## src/rtl/mem_port_arbiter_if.sv

```systemverilog
// Bus bundle between the fetch/load-store requesters, the arbiter and the
// unified 1024 x 32 memory. The arbiter uses the slave view; the pipeline
// and memory side (or a bench) uses the master view.
interface mem_port_arbiter_if #(
  parameter int AW = 10
);
  // Pipeline control
  logic          halted;

  // Instruction fetch port
  logic          if_req;
  logic [AW-1:0] if_addr;
  logic          if_gnt;
  logic          if_rvalid;
  logic [31:0]   if_rdata;

  // Data (load/store) port
  logic          dm_req;
  logic          dm_we;
  logic [AW-1:0] dm_addr;
  logic [31:0]   dm_wdata;
  logic          dm_gnt;
  logic          dm_rvalid;
  logic [31:0]   dm_rdata;

  // Memory array port
  logic          mem_en;
  logic          mem_we;
  logic [AW-1:0] mem_addr;
  logic [31:0]   mem_wdata;
  logic [31:0]   mem_rdata;

  modport slave (
    input  halted,
    input  if_req, if_addr,
    input  dm_req, dm_we, dm_addr, dm_wdata,
    input  mem_rdata,
    output if_gnt, if_rvalid, if_rdata,
    output dm_gnt, dm_rvalid, dm_rdata,
    output mem_en, mem_we, mem_addr, mem_wdata
  );

  modport master (
    output halted,
    output if_req, if_addr,
    output dm_req, dm_we, dm_addr, dm_wdata,
    output mem_rdata,
    input  if_gnt, if_rvalid, if_rdata,
    input  dm_gnt, dm_rvalid, dm_rdata,
    input  mem_en, mem_we, mem_addr, mem_wdata
  );
endinterface

```

## src/rtl/mem_port_arbiter.sv

```systemverilog
// Arbiter for the single-port unified instruction/data memory.
// One transaction in flight at a time: IDLE picks a winner, ISSUE strobes the
// memory and grants, WAIT covers the remaining memory latency, RESP captures
// the read data, and the response pulse appears in the following IDLE cycle.
// DM has priority, but after MAX_DM_STREAK consecutive DM grants with IF
// waiting, IF is forced through.
// Optional: define ARB_PERF_CNT_EN to add the conflict_cnt_o counter port.
module mem_port_arbiter #(
  parameter int AW            = 10,
  parameter int MEM_LAT       = 1,
  parameter int MAX_DM_STREAK = 4
) (
  input  logic                     clk,
  input  logic                     rst_n,
  mem_port_arbiter_if.slave        bus
`ifdef ARB_PERF_CNT_EN
  ,
  output logic [15:0]              conflict_cnt_o
`endif
);

  typedef enum logic [1:0] {
    IDLE  = 2'd0,
    ISSUE = 2'd1,
    WAIT  = 2'd2,
    RESP  = 2'd3
  } state_t;

  localparam logic [2:0] WAIT_INIT  = 3'(MEM_LAT - 1);
  localparam logic [3:0] MAX_STREAK = 4'(MAX_DM_STREAK);

  state_t        state_q, state_d;
  logic [3:0]    streak_q, streak_d;
  logic [2:0]    wait_q, wait_d;
  logic          win_dm_q, win_dm_d;
  logic [AW-1:0] addr_q, addr_d;
  logic          we_q, we_d;
  logic [31:0]   wdata_q, wdata_d;
  logic          if_rvalid_q, if_rvalid_d;
  logic          dm_rvalid_q, dm_rvalid_d;
  logic [31:0]   if_rdata_q, if_rdata_d;
  logic [31:0]   dm_rdata_q, dm_rdata_d;

  logic          pick_dm;
  logic          issuing;

  // Next-state, winner selection, streak tracking and response capture
  always_comb begin
    state_d     = state_q;
    streak_d    = streak_q;
    wait_d      = wait_q;
    win_dm_d    = win_dm_q;
    addr_d      = addr_q;
    we_d        = we_q;
    wdata_d     = wdata_q;
    if_rvalid_d = 1'b0;
    dm_rvalid_d = 1'b0;
    if_rdata_d  = if_rdata_q;
    dm_rdata_d  = dm_rdata_q;
    pick_dm     = bus.dm_req && !(bus.if_req && (streak_q == MAX_STREAK));

    case (state_q)
      IDLE: begin
        if (!bus.if_req) begin
          streak_d = 4'd0;
        end
        if (!bus.halted && (bus.if_req || bus.dm_req)) begin
          win_dm_d = pick_dm;
          state_d  = ISSUE;
          if (pick_dm) begin
            addr_d  = bus.dm_addr;
            we_d    = bus.dm_we;
            wdata_d = bus.dm_wdata;
            if (bus.if_req && (streak_q != MAX_STREAK)) begin
              streak_d = streak_q + 4'd1;
            end
          end else begin
            addr_d   = bus.if_addr;
            we_d     = 1'b0;
            wdata_d  = 32'h0;
            streak_d = 4'd0;
          end
        end
      end
      ISSUE: begin
        wait_d  = WAIT_INIT;
        state_d = (MEM_LAT == 1) ? RESP : WAIT;
      end
      WAIT: begin
        wait_d = wait_q - 3'd1;
        if (wait_q <= 3'd1) begin
          state_d = RESP;
        end
      end
      RESP: begin
        state_d = IDLE;
        if (win_dm_q) begin
          dm_rvalid_d = 1'b1;
          dm_rdata_d  = we_q ? 32'h0 : bus.mem_rdata;
        end else begin
          if_rvalid_d = 1'b1;
          if_rdata_d  = bus.mem_rdata;
        end
      end
      default: begin
        state_d = IDLE;
      end
    endcase
  end

  // State and datapath registers, cleared asynchronously
  always_ff @(posedge clk or negedge rst_n) begin
    if (!rst_n) begin
      state_q     <= IDLE;
      streak_q    <= 4'd0;
      wait_q      <= 3'd0;
      win_dm_q    <= 1'b0;
      addr_q      <= '0;
      we_q        <= 1'b0;
      wdata_q     <= 32'h0;
      if_rvalid_q <= 1'b0;
      dm_rvalid_q <= 1'b0;
      if_rdata_q  <= 32'h0;
      dm_rdata_q  <= 32'h0;
    end else begin
      state_q     <= state_d;
      streak_q    <= streak_d;
      wait_q      <= wait_d;
      win_dm_q    <= win_dm_d;
      addr_q      <= addr_d;
      we_q        <= we_d;
      wdata_q     <= wdata_d;
      if_rvalid_q <= if_rvalid_d;
      dm_rvalid_q <= dm_rvalid_d;
      if_rdata_q  <= if_rdata_d;
      dm_rdata_q  <= dm_rdata_d;
    end
  end

  // Memory strobe and grants exist only in ISSUE; the memory bus idles at 0
  assign issuing       = (state_q == ISSUE);
  assign bus.mem_en    = issuing;
  assign bus.mem_we    = issuing & we_q;
  assign bus.mem_addr  = issuing ? addr_q : '0;
  assign bus.mem_wdata = issuing ? wdata_q : 32'h0;
  assign bus.if_gnt    = issuing & ~win_dm_q;
  assign bus.dm_gnt    = issuing & win_dm_q;
  assign bus.if_rvalid = if_rvalid_q;
  assign bus.if_rdata  = if_rdata_q;
  assign bus.dm_rvalid = dm_rvalid_q;
  assign bus.dm_rdata  = dm_rdata_q;

`ifdef ARB_PERF_CNT_EN
  logic [15:0] conflict_q, conflict_d;
  logic        conflict_hit;

  // Count contended IDLE grants and every cycle IF waits behind a busy port
  always_comb begin
    conflict_hit = ((state_q == IDLE) && !bus.halted && bus.if_req && bus.dm_req) ||
                   ((state_q != IDLE) && bus.if_req);
    conflict_d   = conflict_q;
    if (conflict_hit && (conflict_q != 16'hFFFF)) begin
      conflict_d = conflict_q + 16'd1;
    end
  end

  // Saturating conflict counter register
  always_ff @(posedge clk or negedge rst_n) begin
    if (!rst_n) begin
      conflict_q <= 16'h0;
    end else begin
      conflict_q <= conflict_d;
    end
  end

  assign conflict_cnt_o = conflict_q;
`endif

endmodule

```

## src/flat_wrapper.sv

```systemverilog
// flat-port wrapper written by rule: the top's interface ports become plain ports
module mem_port_arbiter_flat 
#(
  parameter int AW            = 10,
  parameter int MEM_LAT       = 1,
  parameter int MAX_DM_STREAK = 4
)
  (clk, rst_n, bus_halted, bus_if_req, bus_if_addr, bus_dm_req, bus_dm_we, bus_dm_addr, bus_dm_wdata, bus_mem_rdata, bus_if_gnt, bus_if_rvalid, bus_if_rdata, bus_dm_gnt, bus_dm_rvalid, bus_dm_rdata, bus_mem_en, bus_mem_we, bus_mem_addr, bus_mem_wdata);
  mem_port_arbiter_if #(.AW(AW)) bus_i ();
  input  logic clk;
  input  logic rst_n;
  input wire logic [$bits(bus_i.halted)-1:0] bus_halted;
  input wire logic [$bits(bus_i.if_req)-1:0] bus_if_req;
  input wire logic [$bits(bus_i.if_addr)-1:0] bus_if_addr;
  input wire logic [$bits(bus_i.dm_req)-1:0] bus_dm_req;
  input wire logic [$bits(bus_i.dm_we)-1:0] bus_dm_we;
  input wire logic [$bits(bus_i.dm_addr)-1:0] bus_dm_addr;
  input wire logic [$bits(bus_i.dm_wdata)-1:0] bus_dm_wdata;
  input wire logic [$bits(bus_i.mem_rdata)-1:0] bus_mem_rdata;
  output wire logic [$bits(bus_i.if_gnt)-1:0] bus_if_gnt;
  output wire logic [$bits(bus_i.if_rvalid)-1:0] bus_if_rvalid;
  output wire logic [$bits(bus_i.if_rdata)-1:0] bus_if_rdata;
  output wire logic [$bits(bus_i.dm_gnt)-1:0] bus_dm_gnt;
  output wire logic [$bits(bus_i.dm_rvalid)-1:0] bus_dm_rvalid;
  output wire logic [$bits(bus_i.dm_rdata)-1:0] bus_dm_rdata;
  output wire logic [$bits(bus_i.mem_en)-1:0] bus_mem_en;
  output wire logic [$bits(bus_i.mem_we)-1:0] bus_mem_we;
  output wire logic [$bits(bus_i.mem_addr)-1:0] bus_mem_addr;
  output wire logic [$bits(bus_i.mem_wdata)-1:0] bus_mem_wdata;
  assign bus_i.halted = bus_halted;
  assign bus_i.if_req = bus_if_req;
  assign bus_i.if_addr = bus_if_addr;
  assign bus_i.dm_req = bus_dm_req;
  assign bus_i.dm_we = bus_dm_we;
  assign bus_i.dm_addr = bus_dm_addr;
  assign bus_i.dm_wdata = bus_dm_wdata;
  assign bus_i.mem_rdata = bus_mem_rdata;
  assign bus_if_gnt = bus_i.if_gnt;
  assign bus_if_rvalid = bus_i.if_rvalid;
  assign bus_if_rdata = bus_i.if_rdata;
  assign bus_dm_gnt = bus_i.dm_gnt;
  assign bus_dm_rvalid = bus_i.dm_rvalid;
  assign bus_dm_rdata = bus_i.dm_rdata;
  assign bus_mem_en = bus_i.mem_en;
  assign bus_mem_we = bus_i.mem_we;
  assign bus_mem_addr = bus_i.mem_addr;
  assign bus_mem_wdata = bus_i.mem_wdata;
  mem_port_arbiter #(.AW(AW), .MEM_LAT(MEM_LAT), .MAX_DM_STREAK(MAX_DM_STREAK)) u_core (.clk(clk), .rst_n(rst_n), .bus(bus_i));
endmodule
```

## config.mk

```make
export PLATFORM = sky130hd
export DESIGN_NAME = mem_port_arbiter_flat
export DESIGN_NICKNAME = d
export VERILOG_FILES = /design/src/rtl/mem_port_arbiter_if.sv /design/src/rtl/mem_port_arbiter.sv /design/src/flat_wrapper.sv
export SDC_FILE = /design/constraint.sdc
export NUM_CORES = 1
export LEC_CHECK = 0
export BUFFER_PORTS_ARGS = -buffer_cell sky130_fd_sc_hd__buf_2
export CORE_UTILIZATION = 50
export CTS_BUF_LIST = sky130_fd_sc_hd__clkbuf_8
export DETAILED_ROUTE_END_ITERATION = 8
export GPL_ROUTABILITY_DRIVEN = 0
export PLACE_DENSITY = 0.79
export SETUP_SLACK_MARGIN = 0.2
export SLEW_MARGIN = 10
export SYNTH_ARGS = -nofsm -noshare
export SYNTH_HDL_FRONTEND = slang
export SYNTH_SLANG_ARGS = --single-unit
```

## constraint.sdc

```tcl
create_clock -name clk -period 2.3 [get_ports clk]
set_input_delay 0.115 -clock clk [delete_from_list [all_inputs] [get_ports clk]]
set_output_delay 0.115 -clock clk [all_outputs]
set_load 0.1 [all_outputs]
```

Word level (Yosys, flattened, before mapping)
Index checks and enable logic that the tools add are counted.
Cells by class
  add/sub/neg operators: 2
  $lt $le $gt $ge: 1
  equal/unequal tests: 7
  muxes and demuxes: 18
  bitwise logic cells: 4
  reductions and logical operators: 13
Operator list (count)
  32-bit 2-to-1 mux: 3
  10-bit 2-to-1 mux: 2
  4-bit 2-to-1 mux: 4
  2-bit case mux with 4 select lines: 1
  2-bit AND reduction: 4
  3-bit case mux with 2 select lines: 1
  1-bit 2-to-1 mux: 5
  4-bit by 1-bit adder with 4-bit output, second input constant: 1
  2-bit == test, second input constant: 2
  4-bit by 3-bit == test with 1-bit output, second input constant: 1
  1-bit logical AND: 4
  2-bit 2-to-1 mux: 2
  2-bit by 1-bit != test with 1-bit output, second input constant: 2
  4-bit by 3-bit != test with 1-bit output, second input constant: 1
  1-bit bitwise AND: 3
  3-bit by 1-bit <= comparator with 1-bit output, second input constant: 1
  3-bit by 1-bit subtractor with 3-bit output, second input constant: 1
  2-bit by 1-bit == test with 1-bit output, second input constant: 1
  1-bit logical NOT: 2
  2-bit logical NOT: 1
  2-bit nonzero test: 1
  1-bit logical OR: 1
  1-bit NOT: 1
Storage, ports and cells
  flip-flop bits (word level): 119
  bits of input ports: 90
  output and inout bits: 112

Logic depth before layout (Yosys ltp)
  word-level depth: 6
  depth in mapped cells: 7

Worst setup path after synthesis
Ideal clock, no wire load.
  path kind: reg2out
  start: register u_core.state_q[1]
  end: output bus_if_gnt
  arrival: 2.813 ns
  data required time: 2.185 ns
  slack: -0.628 ns
  stages on the path, launching flop included: 4
  path through: dfrtp_1 > inv_1 > ha_1 > nor2b_1
Between the ends
  longest elaborated chain between the ends: 2
RTL lines
  start: declaration: line mem_port_arbiter.sv:32  | state_t state_q, state_d;
  start signal: assignment: line mem_port_arbiter.sv:126  | state_q <= state_d;
  2-bit by 1-bit == test with 1-bit output: line mem_port_arbiter.sv:141  | assign issuing = (state_q == ISSUE);
  named net bus_mem_en: line flat_wrapper.sv:26  | output wire logic [$bits(bus_i.mem_en)-1:0] bus_mem_en;
  1-bit bitwise AND: line mem_port_arbiter.sv:146  | assign bus.if_gnt = issuing & ~win_dm_q;
  end: declaration: line flat_wrapper.sv:20  | output wire logic [$bits(bus_i.if_gnt)-1:0] bus_if_gnt;
The timed path passes the listed nets, and every way through them passes these cells.

Worst setup path after layout
  start: register u_core.state_q[1]
  end: output bus_mem_wdata[1]
Between the ends
  longest elaborated chain between the ends: 2
RTL lines
  2-bit by 1-bit == test with 1-bit output: line mem_port_arbiter.sv:141
  32-bit 2-to-1 mux: line mem_port_arbiter.sv:145  | assign bus.mem_wdata = issuing ? wdata_q : 32'h0;
  end: declaration: line flat_wrapper.sv:29  | output wire logic [$bits(bus_i.mem_wdata)-1:0] bus_mem_wdata;
No other way between the ends.

==> impl_metrics.toml <==
[critical_path]
startpoint_type = "flip-flop"
cpLargestDelayFamily = "buffers and inverters"
crit_fanout = 25
cp_slowest_cell = "dfrtp_1"
required_ps = 2180
r2r_slack_ps = 370
cp-end-kind = "output pin"
crit_buf_inv = 3
cp.arrival_ps = 1910
crit_path_cell_trace = "inv_1 > ha_4 > buf_12 > and2_1 > buf_4"
critPathKind = "flip-flop to output pin"
critPathMaxStageDelay_ps = 410

[sta]
max_freq_ghz = 0.4940
layout_worst_path_cycle_share = 0.8801
hold_viol_final = 0
final-setup-viol-count = 0
tightest_slew_ps = 657.1
skew_ps = 12.58
tns_ps = 0
maxSlewViolCount = 0
rsz0062_at_grt = "true"
finalCriticalPeriod_ps = 2024
relSlewSlack = 0.5619

[finish]
seqCellArea_um2 = 2978
fin_area_um2 = 7755
nFillCells = 595
drive_gt1_frac = 0.3780
syn_to_final_growth_pct = 49.96
final_core_util = 0.7826
diodes = 0
multiInputGateArea_um2 = 2056
final_nets = 839

[grt]
overflow = 0
first_global_vias = 4903
grt_pass1_wl_mm = 24.25
antenna_found_initial = 0
grt_util_all_layers = 0.2881
grt_max_degree = 66

[outcome]
status = "complete, no violations"

[yosys]
synth_cells = 456
ys_seq_area_frac = 0.5759
synth_nets = 554
avgSynthCellArea_um2 = 11.34
yosys_warnings = 0
syn_area_um2 = 5171
synthDistinctLibCells = 32
synth-seq-cells = 119

[cts]
postCtsSetupBuffers = 0
path_clk_slew_ps = 70
cts_tree = "done"
worstSkewPairLatency_ps = 430
numCtsBuffers = 17
htree_levels = 4
cts_sinks = 119
clockRootBuffer = "clkbuf_8"
clock_path_buffers = 2

[run]
cap_violations = 0

[routing]
via_count = 4623
drt-pass1-iter-count = 5
routed_via_density = 5.212
drc_errors = 0
postRouteAntennaNets = 0
drt_wl_total_mm = 15.11
wl_per_cell_um = 17.04
drtIter0Drc = 234

[floorplanning]
chipWidth_um = 103.7
dieArea_um2 = 10750
num_rows = 36
core_area_um2 = 9910
die_h_um = 103.7
ios = 202
initial_utilization = 0.5218

[placement]
dp_hpwl_mm = 8.852
port_buffers = 201
dpl-instance-area_um2 = 6372

[worst_hold_path]
hold_path_class = "input port to flip-flop"
## area by class of cell
cell class	count	share of cell area
Tap cell	133	0.02146
Timing Repair Buffer	297	0.2704
Sequential cell	119	0.3840
Clock inverter	12	0.01726
Multi-Input combinational cell	293	0.2651
Clock buffer	20	0.03550
Inverter	13	0.006292
## synth_stat cells
| cell | n | area (µm²) |
|---|---|---|
| dfrtp_1 | 119 | 2978 |
| and2_1 | 44 | 275.3 |
| nand2_1 | 40 | 150.1 |
| a22o_1 | 34 | 297.8 |
| nand2b_1 | 34 | 212.7 |
| mux2_1 | 32 | 360.4 |
| o21ai_1 | 27 | 135.1 |
| o21ai_0 | 19 | 95.09 |
| clkbuf_1 | 17 | 63.81 |
| inv_1 | 13 | 48.80 |
| nand3_1 | 12 | 60.06 |
| a21oi_1 | 10 | 50.05 |
| a31oi_1 | 10 | 62.56 |
| buf_2 | 10 | 50.05 |
| ha_1 | 8 | 100.1 |
| mux2i_1 | 5 | 50.05 |
| buf_6 | 4 | 45.04 |
| and2b_1 | 2 | 15.01 |
| nor2b_1 | 2 | 12.51 |
| o31ai_1 | 2 | 15.01 |
| a21bo_2 | 1 | 10.01 |
| a21o_1 | 1 | 7.510 |
| a32oi_1 | 1 | 8.760 |
| and2_0 | 1 | 6.260 |
| and3_1 | 1 | 6.260 |
| and4b_1 | 1 | 10.01 |
| nand3b_1 | 1 | 7.510 |
| nand4b_1 | 1 | 8.760 |
| o2111ai_1 | 1 | 8.760 |
| o21bai_1 | 1 | 7.510 |
| or2_1 | 1 | 6.260 |
| or3_1 | 1 | 6.260 |
## cell families after synthesis
| logic type | Yosys count | share of synthesized area |
|---|---|---|
| simple gates | 141 | 0.1503 |
| flops | 119 | 0.5759 |
| compound gates | 107 | 0.1350 |
| buf+inv | 44 | 0.04016 |
| mux | 37 | 0.07936 |
| fa+ha+maj | 8 | 0.01936 |
## cell usage in the layout, fill, tap and decap left out, drive strengths merged, types with 12 or more instances in the layout
cell         instances
inv                 16
dfrtp              119
mux2                32
a22o                34
buf                194
o21ai               46
nand3               12
clkbuf              37
dlygate4sd3         86
nand2               40
and2                45
nand2b              34
## stage by stage
step / setup WS [ps] / instances / hold WS [ps]
finish: 275.8 / 887 / 93.93
global route: 157.3 / 887 / 80.65
CTS: 264.3 / 887 / 59.96
detailed placement: 442.8 / 769 / 186.5
global placement: 530.5 / 769 / 183.1
floorplan: 194.9 / 456 / -180.6
## worst paths after layout
path | start | to | depth (start not counted)
max reg2reg | u_core.state_q[1] | u_core.addr_q[5] | 5
min in group asynchronous | rst_n | u_core.bus.if_rdata[25] | 2
min reg2reg | u_core.bus.dm_rdata[5] | u_core.bus.dm_rdata[5] | 2
max in group asynchronous | rst_n | u_core.wdata_q[0] | 3
min | bus_dm_req | u_core.addr_q[9] | 3
max | u_core.state_q[1] | bus_mem_wdata[1] | 5
## flip-flops by register name, summed over array words and instances (netlist names)
| signal | cells |
|---|---|
| u_core.bus.dm_rdata | 32 |
| u_core.win_dm_q | 1 |
| u_core.state_q | 2 |
| u_core.bus.if_rvalid | 1 |
| u_core.bus.if_rdata | 32 |
| u_core.wdata_q | 32 |
| u_core.wait_q | 3 |
| u_core.we_q | 1 |
| u_core.addr_q | 10 |
| u_core.streak_q | 4 |
| u_core.bus.dm_rvalid | 1 |
## worst register-to-register path, stage by stage (launching register included)
cell	delay, ps
dfrtp_1	410
inv_1	140
ha_1	260
and2b_1	340
and2_0	480
a31oi_1	160
## routing by layer
| layer | part of all wire | up-vias | GRT usage |
|---|---|---|---|
| met5 | 0 | - | 0 |
| met4 | 0.017 | 0 | 0.1082 |
| met3 | 0.061 | 28 | 0.07489 |
| met2 | 0.52 | 222 | 0.5077 |
| met1 | 0.41 | 2237 | 0.3378 |
| li1 | - | 2136 | - |
## timing repair
item	in CTS	in global routing
hold endpoints to repair	156	0
gates resized for setup	25	17
endpoints found under the setup margin	46	41
hold buffers	86	0
Power is left out: the tool's default activity adds up to more than one toggle a clock period on the data nets, which glitch-free logic cannot reach.
